`src/rtl/mux_display_controller.sv`:
```
// mux_display_controller: time-multiplexed 7-segment driver with a shadowed load handshake,
// per-digit enables, decimal points, leading-zero blanking and all-off gaps between digits.
module mux_display_controller #(
    parameter int NUM_DIGITS = 4,
    parameter int SCAN_DIV   = 100000,
    parameter int GAP_CYCLES = 16,
    parameter int ZERO_BLANK = 1
) (
    input  logic                    clk,
    input  logic                    rst_n,
    input  logic [4*NUM_DIGITS-1:0] DispVals,
    input  logic [NUM_DIGITS-1:0]   DpIn,
    input  logic [NUM_DIGITS-1:0]   DigitEn,
    input  logic                    LoadReq,
    output logic                    LoadAck,
    output logic [NUM_DIGITS-1:0]   anode,
    output logic [6:0]              segOut,
    output logic                    dpOut,
    output logic                    FrameTick
);
    localparam int CW = $clog2(SCAN_DIV);
    localparam int IW = NUM_DIGITS > 1 ? $clog2(NUM_DIGITS) : 1;
    localparam logic [CW-1:0] SHOW_END = CW'(SCAN_DIV - GAP_CYCLES - 1);
    localparam logic [CW-1:0] GAP_END  = CW'(GAP_CYCLES - 1);
    localparam logic [IW-1:0] LAST_IDX = IW'(NUM_DIGITS - 1);

    typedef enum logic {SHOW, GAP} state_t;

    state_t                         state_q, state_d;
    logic [CW-1:0]                  cnt_q, cnt_d;
    logic [IW-1:0]                  idx_q, idx_d;
    logic                           pend_q, pend_d;
    logic [NUM_DIGITS-1:0][3:0]     vals_q, vals_d;
    logic [NUM_DIGITS-1:0]          dp_q, dp_d, en_q, en_d;
    logic [NUM_DIGITS-1:0]          zb;
    logic                           lead, show_end, gap_end, show_d;
    logic [NUM_DIGITS-1:0]          anode_q, anode_d;
    logic [6:0]                     seg_q, seg_d;
    logic                           dp_out_q, dp_out_d;
    logic                           tick_q, tick_d;
    logic                           ack_q, ack_d;

    function automatic logic [6:0] hex7(input logic [3:0] n);
        case (n)
            4'h0: hex7 = 7'b1000000;
            4'h1: hex7 = 7'b1111001;
            4'h2: hex7 = 7'b0100100;
            4'h3: hex7 = 7'b0110000;
            4'h4: hex7 = 7'b0011001;
            4'h5: hex7 = 7'b0010010;
            4'h6: hex7 = 7'b0000010;
            4'h7: hex7 = 7'b1111000;
            4'h8: hex7 = 7'b0000000;
            4'h9: hex7 = 7'b0010000;
            4'hA: hex7 = 7'b0001000;
            4'hB: hex7 = 7'b0000011;
            4'hC: hex7 = 7'b1000110;
            4'hD: hex7 = 7'b0100001;
            4'hE: hex7 = 7'b0000110;
            default: hex7 = 7'b0001110;
        endcase
    endfunction

    // Output registers are loaded from next-state values so they line up with the FSM state.
    always_comb begin
        show_end = state_q == SHOW && cnt_q == SHOW_END;
        gap_end  = state_q == GAP && cnt_q == GAP_END;
        state_d  = show_end ? GAP : gap_end ? SHOW : state_q;
        cnt_d    = (show_end || gap_end) ? '0 : cnt_q + 1'b1;
        idx_d    = gap_end ? (idx_q == LAST_IDX ? '0 : idx_q + 1'b1) : idx_q;
        tick_d   = state_d == GAP && cnt_d == GAP_END && idx_d == LAST_IDX;
        ack_d    = tick_d && (pend_q || LoadReq);
        pend_d   = !ack_q && (pend_q || LoadReq);
        vals_d   = ack_q ? DispVals : vals_q;
        dp_d     = ack_q ? DpIn : dp_q;
        en_d     = ack_q ? DigitEn : en_q;
    end

    // Scan from the most significant digit; disabled digits neither blank nor stop blanking.
    always_comb begin
        zb   = '0;
        lead = 1'b1;
        for (int i = NUM_DIGITS - 1; i >= 0; i--) begin
            zb[i] = ZERO_BLANK != 0 && lead && vals_d[i] == 4'h0 && !dp_d[i] && i != 0;
            lead  = lead && (!en_d[i] || (vals_d[i] == 4'h0 && !dp_d[i]));
        end
    end

    always_comb begin
        show_d   = state_d == SHOW;
        anode_d  = show_d ? ~(NUM_DIGITS'(1) << idx_d) : '1;
        seg_d    = (show_d && en_d[idx_d] && !zb[idx_d]) ? hex7(vals_d[idx_d]) : 7'h7F;
        dp_out_d = !(show_d && en_d[idx_d] && dp_d[idx_d]);
    end

    always_ff @(posedge clk or negedge rst_n) begin
        if (!rst_n) begin
            state_q  <= GAP;
            cnt_q    <= '0;
            idx_q    <= LAST_IDX;
            pend_q   <= 1'b0;
            vals_q   <= '0;
            dp_q     <= '0;
            en_q     <= '0;
            anode_q  <= '1;
            seg_q    <= 7'h7F;
            dp_out_q <= 1'b1;
            tick_q   <= 1'b0;
            ack_q    <= 1'b0;
        end else begin
            state_q  <= state_d;
            cnt_q    <= cnt_d;
            idx_q    <= idx_d;
            pend_q   <= pend_d;
            vals_q   <= vals_d;
            dp_q     <= dp_d;
            en_q     <= en_d;
            anode_q  <= anode_d;
            seg_q    <= seg_d;
            dp_out_q <= dp_out_d;
            tick_q   <= tick_d;
            ack_q    <= ack_d;
        end
    end

    assign anode     = anode_q;
    assign segOut    = seg_q;
    assign dpOut     = dp_out_q;
    assign FrameTick = tick_q;
    assign LoadAck   = ack_q;
endmodule

```
`config.mk`:
```
export PLATFORM = sky130hd
export DESIGN_NAME = mux_display_controller
export DESIGN_NICKNAME = d
export VERILOG_FILES = /design/src/rtl/mux_display_controller.sv
export SDC_FILE = /design/constraint.sdc
export NUM_CORES = 1
export LEC_CHECK = 0
export ABC_CLOCK_PERIOD_IN_PS = 3500
export CAP_MARGIN = 20
export CORE_MARGIN = 2
export CORE_UTILIZATION = 50
export CTS_BUF_LIST = sky130_fd_sc_hd__clkbuf_4 sky130_fd_sc_hd__clkbuf_8
export CTS_CLUSTER_DIAMETER = 200
export DETAILED_ROUTE_END_ITERATION = 8
export GPL_TIMING_DRIVEN = 0
export PLACE_DENSITY = 0.75
export SLEW_MARGIN = 40
export SYNTH_ARGS = -nofsm -noshare
export SYNTH_HDL_FRONTEND = slang
export SYNTH_SLANG_ARGS = --single-unit
```
`constraint.sdc`:
```
create_clock -name clk -period 3.5 [get_ports clk]
set_input_delay 0.7 -clock clk [delete_from_list [all_inputs] [get_ports clk]]
set_output_delay 0.7 -clock clk [all_outputs]
set_load 0.03 [all_outputs]
```
==> run metrics <==
CTS clk-pin slew, worst paths 0.07 ns; Design Area, Final 3920 um2; slowest CP cell dfrtp_1; share of layout cells above drive strength 1 22.8%; CTS tree built; Final min period 3.40 ns; area of placed instances 3690 um2; data required time of the worst path 3.74 ns; Sink Count 59; Final WS setup 0.0958 ns; Layout Cells excl Fill 432; antenna diode count 0; IO Pins 41; post-synthesis sequential element count 59; die area 7000 um2; placed cells 415; commonest non-fill, non-tap cells in the layout dfrtp_1 (44), clkdlybuf4s50_1 (39), nor2_1 (25); skew final 0.00949 ns; r2r setup slk 0.1 ns; prevailing post-synth register cell dfrtp_1; Worst-Skew Late Latency 0.34 ns; Crit. Startpoint cnt_q[0]$_DFF_PN0_; most common cell after layout, fill and taps aside dfrtp_1; drt drc 0; wire length per cell 15.7 um; Root Driver clkbuf_8; Pwr per Cell Area 340 nW/um2; max-slew violations 0; Post-synth EDFFs 0; Yosys Warn Count 0; largest net degree at the start of global routing 35; fmax 294 MHz; DP Wirelength 4980 um; max-cap viol count 0; antenna violations before repair 0; die extent in y 83.7 um; Critical Path Fanout Max 10; Yosys cell types 61; Tcrit/Tclk final 97.3%; Global Route Usage Sum 20.6%; slew margin rel. 66.2%; Crit path max-delay family simple AND/OR/NAND/NOR gates; critical path launch point type register; r2r endpoint segOut[3]$_DFF_PN1_; FP Rows 29; delay of the slowest cell on the worst path 0.44 ns; first drt pass iteration count 4; post-cts hold buffer count 0; endpoints failing setup 0; vias in the first global route 2,290; core area 6240 um2; CTS H-Tree Depth 3; Worst Setup Path Type reg -> reg; Synth Instances 297; Seq/Total Area, Yosys 47.1%; via-per-instance ratio 5.51; total gr overflow 0; outcome complete, no violations; final WL 6790 um; synthesized area 3170 um2; CP Buf/Inv Count 3; area grow syn2layout 23.5%; FF-to-FF Start cnt_q[0]$_DFF_PN0_; CP Cell Sequence ha_1 -> and3_1 -> and3_1 -> buf_2 -> and3_2 -> nor2_8 -> buf_6 -> mux2i_1 -> nor2_1 -> nor2_2 -> inv_2 -> ha_1 -> a21boi_0 -> a211oi_1 -> o21ai_1; Final #Nets 385; routed via count 2,382; syn_area_per_cell 10.7 um2; initial core utilization 50.9%; VDD IR max 0.214 mV; final RePlAce weighted congestion 0.893; Die Span X 83.7 um; setup TNS 0 ns; Util after Layout 62.8%; Reg2Reg Depth 15; net count after synthesis 332; RSZ-0062 raised after global routing yes; Num CTS Buffers 9; CTS Buffer Depth 2; PortBufs 40; async set-or-reset flop fraction in the synthesized netlist 100%; first-pass GRT wire length 11,400 um; antenna-violating nets left 0; CP Capture Point segOut[3]$_DFF_PN1_; Initial DRC Count 88; Critical Path Stages 15; Pleak 0.00181 uW; Worst-Margin Slew 0.493 ns; Fillers 488; Critical Path AT 3.64 ns; DP Worst Slack -0.0778 ns; CP endpoint kind register; Hold Crit Class in -> async; Fin. Hold Viols 0
==> kinds of logic (layout without fill, tap and decap cells) <==
kind of cell / count (synthesis) / count (layout) / share of synthesized area (%)
AOI/OAI and AO/OA: 47 / 47 / 11.5
xor gates and xnor gates: 22 / 22 / 6.07
adders and majority gates: 8 / 8 / 3.15
buffers and inverters: 28 / 86 / 3.98
DFF: 59 / 59 / 47.1
muxes: 34 / 34 / 11.5
and+or+nand+nor: 99 / 99 / 16.8
==> routing by layer <==
layer | part of all wire [%] | routed length (um) | track usage, %
met5 | 0 | 0 | 0
met4 | 2.1 | 140 | 9.68
met3 | 4.2 | 282 | 4.15
met2 | 46 | 3150 | 30.4
met1 | 47 | 3220 | 29.3
==> where the power goes <==
group / switching (uW) / internal [uW] / total (uW)
combinational: 16.9 / 27.4 / 44.3
clock: 255 / 349 / 605
sequential: 0.00000000000000537 / 683 / 683
total: 272 / 1060 / 1330
==> flip-flops by register name (all words and copies together), names as in the netlist <==
signal,flops
cnt_q,17
vals_q,16
segOut,7
anode,4
dp_q,4
en_q,4
idx_q,2
FrameTick,1
LoadAck,1
dpOut,1
pend_q,1
state_q,1
==> cell type report <==
type	instances	area (um2)	share of cell area (%)
Buffer	9	56.3	1.44
Clock buffer	15	194	4.95
Clock inverter	1	5.00	0.128
Inverter	19	71.3	1.82
Multi-Input combinational cell	210	1580	40.2
Sequential cell	59	1500	38.1
Tap cell	77	96.3	2.46
Timing Repair Buffer	42	425	10.8
==> worst min-delay path by stage <==
stage | endpoint | slack (ns)
after floorplan | FrameTick$_DFF_PN0_ | 0.40
after global routing | cnt_q[1]$_DFF_PN0_ | 0.28
after CTS | cnt_q[1]$_DFF_PN0_ | 0.27
after global placement | pend_q$_DFF_PN0_ | 0.46
final | cnt_q[1]$_DFF_PN0_ | 0.25
after detailed placement | en_q[0]$_DFF_PN0_ | 0.48
==> synthesized netlist by cell type, types with 4 or more instances <==
cell type | number | share of area [%]
dfrtp_1 | 44 | 35
nor2_1 | 26 | 3.1
mux2_2 | 19 | 6.7
inv_1 | 18 | 2.1
nand2_1 | 16 | 1.9
dfstp_2 | 15 | 12
mux2i_1 | 15 | 4.7
nand3_1 | 15 | 2.4
xnor2_1 | 14 | 3.9
and3_1 | 9 | 1.8
ha_1 | 8 | 3.2
xor2_1 | 8 | 2.2
nor3_1 | 7 | 1.1
a21oi_1 | 5 | 0.79
o21ai_0 | 5 | 0.79
a211oi_1 | 4 | 0.95
o21ai_1 | 4 | 0.63
o221ai_1 | 4 | 1.1
==> per-stage QoR <==
step	hold WS [ns]	total power [uW]
2_1_floorplan	0.404	695
3_3_place_gp	0.460	738
5_1_grt	0.276	1380
4_1_cts	0.270	1350
6_report	0.255	1330
3_5_place_dp	0.479	741
==> what timing repair did <==
item                       in CTS  in global routing
setup endpoints to repair       3                  6
setup buffers                   0                  1
pin swaps                       0                  1
resized for setup               2                  4
Power figures use the tool's default switching activity.
